## src/rtl/fifo_dispatch_pkg.sv

```systemverilog
// Shared types and default geometry for the ingress-to-destination dispatcher.
// Imported by the dispatcher top and its control FSM.
package fifo_dispatch_pkg;

    localparam int DATA_W_DEF = 10;
    localparam int DEST_W_DEF = 2;
    localparam int CNT_W_DEF  = 16;
    localparam int N_DEST     = 1 << DEST_W_DEF;
    localparam int DEST_MSB   = DATA_W_DEF - 1;
    localparam int DEST_LSB   = DATA_W_DEF - DEST_W_DEF;

    typedef enum logic [2:0] {
        ST_RESET  = 3'd0,
        ST_INIT   = 3'd1,
        ST_IDLE   = 3'd2,
        ST_ACTIVE = 3'd3,
        ST_ERROR  = 3'd4
    } state_t;

endpackage

```

## src/rtl/fifo_dispatch_fsm.sv

```systemverilog
// Control FSM for the dispatcher: state register, next-state logic and
// registered idle/active/error decodes.
module dispatch_fsm
    import fifo_dispatch_pkg::*;
(
    input  logic   clk,
    input  logic   reset,
    input  logic   init,
    input  logic   rd_en,
    input  logic   in_flight,
    input  logic   overflow,
    output state_t state,
    output logic   idle_out,
    output logic   active_out,
    output logic   error_out
);

    state_t state_q;
    state_t state_d;

    // State register; the decodes follow the next state so they match state_q.
    always_ff @(posedge clk) begin
        if (reset) begin
            state_q    <= ST_RESET;
            idle_out   <= 1'b0;
            active_out <= 1'b0;
            error_out  <= 1'b0;
        end else begin
            state_q    <= state_d;
            idle_out   <= (state_d == ST_IDLE);
            active_out <= (state_d == ST_ACTIVE);
            error_out  <= (state_d == ST_ERROR);
        end
    end

    // Next state: ERROR is absorbing, overflow beats init, init beats the rest.
    always_comb begin
        state_d = state_q;
        if (state_q == ST_ERROR) begin
            state_d = ST_ERROR;
        end else if (overflow) begin
            state_d = ST_ERROR;
        end else if (init) begin
            state_d = ST_INIT;
        end else begin
            unique case (state_q)
                ST_RESET:  state_d = ST_INIT;
                ST_INIT:   if (!in_flight) state_d = ST_IDLE;
                ST_IDLE:   if (rd_en) state_d = ST_ACTIVE;
                ST_ACTIVE: if (!rd_en && !in_flight) state_d = ST_IDLE;
                default:   state_d = state_q;
            endcase
        end
    end

    assign state = state_q;

endmodule

```

## src/rtl/fifo_dispatch.sv

```systemverilog
// Pops the ingress FIFO and routes each word by its top bits to one of the
// destination FIFOs, two cycles after the pop; counts writes, flags overflow.
module fifo_dispatch
    import fifo_dispatch_pkg::*;
#(
    parameter int DATA_W = DATA_W_DEF,
    parameter int DEST_W = DEST_W_DEF,
    parameter int CNT_W  = CNT_W_DEF
) (
    input  logic                   clk,
    input  logic                   reset,
    input  logic                   init,
    input  logic                   src_empty,
    input  logic [DATA_W-1:0]      src_data,
    output logic                   src_rd_en,
    input  logic [(1<<DEST_W)-1:0] dst_almost_full,
    input  logic [(1<<DEST_W)-1:0] dst_full,
    output logic [(1<<DEST_W)-1:0] dst_wr_en,
    output logic [DATA_W-1:0]      dst_data,
    output logic                   idle_out,
    output logic                   active_out,
    output logic                   error_out,
    output logic [CNT_W-1:0]       disp_count
);

    localparam int NDST = 1 << DEST_W;

    state_t            state;
    logic              rd_pend;
    logic              s1_v;
    logic [DATA_W-1:0] s1_q;
    logic [CNT_W-1:0]  cnt_q;
    logic [DEST_W-1:0] dest;
    logic              run_ok;
    logic              hit;
    logic              overflow;
    logic              wr;
    logic              in_flight;

    // Any almost_full throttles: the next word's destination is not known yet.
    assign run_ok    = (state == ST_IDLE) || (state == ST_ACTIVE);
    assign src_rd_en = run_ok & ~init & ~src_empty
                     & ~|dst_almost_full & ~error_out;

    assign dest      = s1_q[DATA_W-1 -: DEST_W];
    assign hit       = s1_v & (state != ST_ERROR);
    assign overflow  = hit & dst_full[dest];
    assign wr        = hit & ~dst_full[dest];
    assign in_flight = rd_pend | s1_v;

    assign dst_wr_en  = wr ? (NDST'(1) << dest) : '0;
    assign dst_data   = s1_q;
    assign disp_count = cnt_q;

    // Two-slot pipeline (pending read, captured word) and the write counter.
    always_ff @(posedge clk) begin
        if (reset) begin
            rd_pend <= 1'b0;
            s1_v    <= 1'b0;
            s1_q    <= '0;
            cnt_q   <= '0;
        end else begin
            rd_pend <= src_rd_en;
            s1_v    <= rd_pend;
            if (rd_pend) s1_q <= src_data;
            if (wr) cnt_q <= cnt_q + CNT_W'(1);
        end
    end

    dispatch_fsm u_fsm (
        .clk        (clk),
        .reset      (reset),
        .init       (init),
        .rd_en      (src_rd_en),
        .in_flight  (in_flight),
        .overflow   (overflow),
        .state      (state),
        .idle_out   (idle_out),
        .active_out (active_out),
        .error_out  (error_out)
    );

endmodule

```

## config.mk

```make
export PLATFORM = sky130hd
export DESIGN_NAME = fifo_dispatch
export DESIGN_NICKNAME = d
export VERILOG_FILES = /design/src/rtl/fifo_dispatch_pkg.sv /design/src/rtl/fifo_dispatch_fsm.sv /design/src/rtl/fifo_dispatch.sv
export SDC_FILE = /design/constraint.sdc
export NUM_CORES = 1
export LEC_CHECK = 0
export ABC_AREA = 0
export CAP_MARGIN = 30
export CORE_UTILIZATION = 40
export CTS_BUF_LIST = sky130_fd_sc_hd__clkbuf_2
export CTS_CLUSTER_SIZE = 16
export DETAILED_ROUTE_END_ITERATION = 16
export PLACE_DENSITY = 0.77
export SYNTH_ARGS = -nofsm -noshare
export SYNTH_HDL_FRONTEND = slang
export SYNTH_SLANG_ARGS = --single-unit
```

## constraint.sdc

```tcl
create_clock -name clk -period 2.2 [get_ports clk]
set_input_delay 0.44 -clock clk [delete_from_list [all_inputs] [get_ports clk]]
set_output_delay 0.44 -clock clk [all_outputs]
set_load 0.05 [all_outputs]
```

==> impl_metrics.csv <==
group,metric,value,unit
outcome,status,"finished, violations left",
outcome,violations,"negative setup slack",
layout,n_antenna_cell,0,
layout,layout_common_cells,"clkdlybuf4s50_1, dfxtp_1, nor2_1, buf_4, mux2i_1",
route,dr_total_vias,1467,
placement,place_congestion,0.7952,
global_route,grt_pass1_wl,6058,um
critical_path,cp_cell_sequence,"mux4_2, or3_4, inv_1, and3_4, buf_12",
route,wire_per_inst,13.38,um
power_and_ir_drop,leakage,0.8919,nW
timing,rsz0062_at_grt,"true",
layout,multiInputGateArea,847.1,um2
floorplanning,coreArea,3416,um2
layout,fillers,261,
global_route,grt_pass1_vias,1386,
clock_tree,clock-root-buffer,"clkbuf_2",
clock_tree,clockBufferDepth,2,
floorplanning,die_area,3880,um2
power_and_ir_drop,p_per_area,411.9,nW/um2
power_and_ir_drop,vdd_drop_max,0.0002707,V
floorplanning,fp.dieH,62.29,um
timing,skew,0.01218,ns
synthesis,yosysTopAreaCellShare,46.82,%
route,first_iter_violations,78,
critical_path,crit_slowest_cell,"mux4_2",
clock_tree,worstSkewPairLatency,0.37,ns
layout,area_growth,66.01,%
global_route,grtUsageTotal,19.95,%
critical_path,crit_fanout,5,
critical_path,path_depth,5,
synthesis,synth.area.top_cells,"dfxtp_1, mux2i_1, a21oi_1, nor2_1, or4_1",
synthesis,yosysTopAreaCell,"dfxtp_1",
timing,finalWorstSetupSlack,-0.3607,ns
timing,finalSetupViolCount,17,
critical_path,worst-setup-path-type,"flip-flop to primary output",
min_path,hold_path.class,"flip-flop to flip-flop",
layout,seqCellArea,688.2,um2
layout,final_common_cell,"clkdlybuf4s50_1",
clock_tree,tritoncts,"yes",
clock_tree,cts_made_buffers,5,
timing,drv_slew,0,
synthesis,avgSynthCellArea,9.087,um2
floorplanning,fp-row-count,21,
floorplanning,initial_core_util,42.56,%
critical_path,crit_family,"simple AND/OR/NAND/NOR gates",
synthesis,synth.yosys.seq_area_share,46.82,%
timing,min_period_over_period,116.4,%
timing,fin_crit,2.561,ns
synthesis,yosysWarnings,0,
timing,hold_violations,0,
min_path,holdPathStages,2,
synthesis,synth.net_count,183,
placement,place_ws,-0.5800,ns
power_and_ir_drop,total_power,0.0009942,W
critical_path,end_kind,"primary output",
job,drv_cap,0,
route,dr.pass1.iters,4,
layout,layout.nets,256,
layout,final_area,2414,um2
route,drc,0,
route,routed_via_density,5.239,
synthesis,synth-seq-cells,34,
route,finalWirelength,3746,um
floorplanning,ioPinCount,56,
clock_tree,h-tree-depth,2,
synthesis,synthCells,160,
critical_path,cp-start-kind,"flip-flop",
floorplanning,die_width,62.29,um
synthesis,synth.distinct_cells,33,
critical_path,cp_slowest_stage_delay,0.51,ns
clock_tree,cts_hold_buf,0,
critical_path,worst_r2r_path_depth,8,
global_route,grt_max_degree,31,
timing,slew_headroom,57.96,%
placement,hpwlAfterDp,2457,um
critical_path,cp.required,1.76,ns
placement,place_area,2198,um2
timing,worstMarginPinSlew,0.6292,ns
placement,port_buffers,55,
critical_path,arrival,2.12,ns
global_route,overflow,0,
clock_tree,clkTransAtPathRegs,0.17,ns
route,ant_nets,0,
layout,postLayoutCoreUtil,70.66,%
synthesis,synth_area,1454,um2
critical_path,cp_num_buf_inv,2,
timing,fmax,0.3905,GHz
layout,drive_gt1_share,24.79,%
global_route,antenna_found_initial,0,
clock_tree,clkSinkCount,34,
state kept, by name, indices dropped and copies added (netlist names):
signal and flops:
u_fsm.idle_out 1, dst_data 10, u_fsm.state 3, disp_count 16, u_fsm.active_out 1, rd_pend 1, s1_v 1, u_fsm.error_out 1
kinds of logic (layout without fill, tap and decap cells):
family | count (synthesis) | count (layout) | share of synthesized area, %
compound gates | 28 | 28 | 10.76
buf+inv | 14 | 87 | 3.700
simple gates | 66 | 67 | 25.65
fa+ha+maj | 1 | 1 | 0.8604
flops | 34 | 34 | 46.82
xor+xnor | 4 | 4 | 2.410
mux | 13 | 13 | 9.811
path summary, 6_finish.rpt:
kind / start / end / slack (ns)
min reg2reg: disp_count[15] / disp_count[15] / 0.50
min: disp_count[15] / disp_count[15] / 0.50
max reg2reg: dst_data[8] / disp_count[12] / -0.34
max: dst_data[8] / dst_wr_en[3] / -0.36
metal layers:
| metal | track usage (%) | vias up | share of wire (%) |
|---|---|---|---|
| li1 | - | 729 | - |
| met1 | 22.79 | 682 | 42 |
| met2 | 32.42 | 52 | 50 |
| met3 | 8.088 | 4 | 6.6 |
| met4 | 9.302 | 0 | 1.2 |
| met5 | 0 | - | 0 |
power breakdown:
group / switching, W / leakage (nW) / total, W / internal, W
combinational: 0.0000317 / 0.585 / 0.0000844 / 0.0000527
sequential: 0.00000379 / 0.277 / 0.000623 / 0.000619
clock: 0.000209 / 0.0304 / 0.000287 / 0.0000781
layout make-up:
cell class	instances	area share, %
Multi-Input combinational cell	113	35.10
Tap cell	46	2.385
Clock inverter	2	0.3629
Clock buffer	6	1.244
Inverter	6	0.9331
Sequential cell	34	28.51
Timing Repair Buffer	73	31.47
cell usage after synthesis, drive strengths merged:
master	count
or4b	1
nor2b	2
o41ai	1
dfxtp	34
nor4b	1
nor4	3
xor2	2
mux2i	12
and2	1
and3	1
ha	1
xnor2	2
mux4	1
nor3b	4
nand2	5
buf	2
nor3	3
nor2	18
inv	6
a21oi	14
nand2b	1
nand3b	1
o31ai	5
clkbuf	6
or2	1
or4	7
and4b	1
nand3	5
nand4	3
o21ai	8
and4	1
or3	7
what timing repair did:
item | CTS | global route
buffers inserted | 3 | 6
gates cloned | 1 | 0
endpoints found under the setup margin | 14 | 19
pin swaps | 13 | 10
gates resized for setup | 15 | 20
stage by stage:
step           setup TNS (ns)  hold slack [ns]  std cells
3_5_place_dp           -8.677           0.4778        263
6_report               -3.760           0.5023        280
5_1_grt                -5.291           0.5140        280
3_3_place_gp           -7.833           0.4589        263
4_1_cts                -2.861           0.4990        275
2_1_floorplan          -1.755           0.4900        160
tightest hold or removal path, stage by stage (launching register included):
cell and delay (ns):
dfxtp_1 0.36, o31ai_2 0.06, a21oi_1 0.05
No activity file was read; power rests on OpenSTA's default activity.
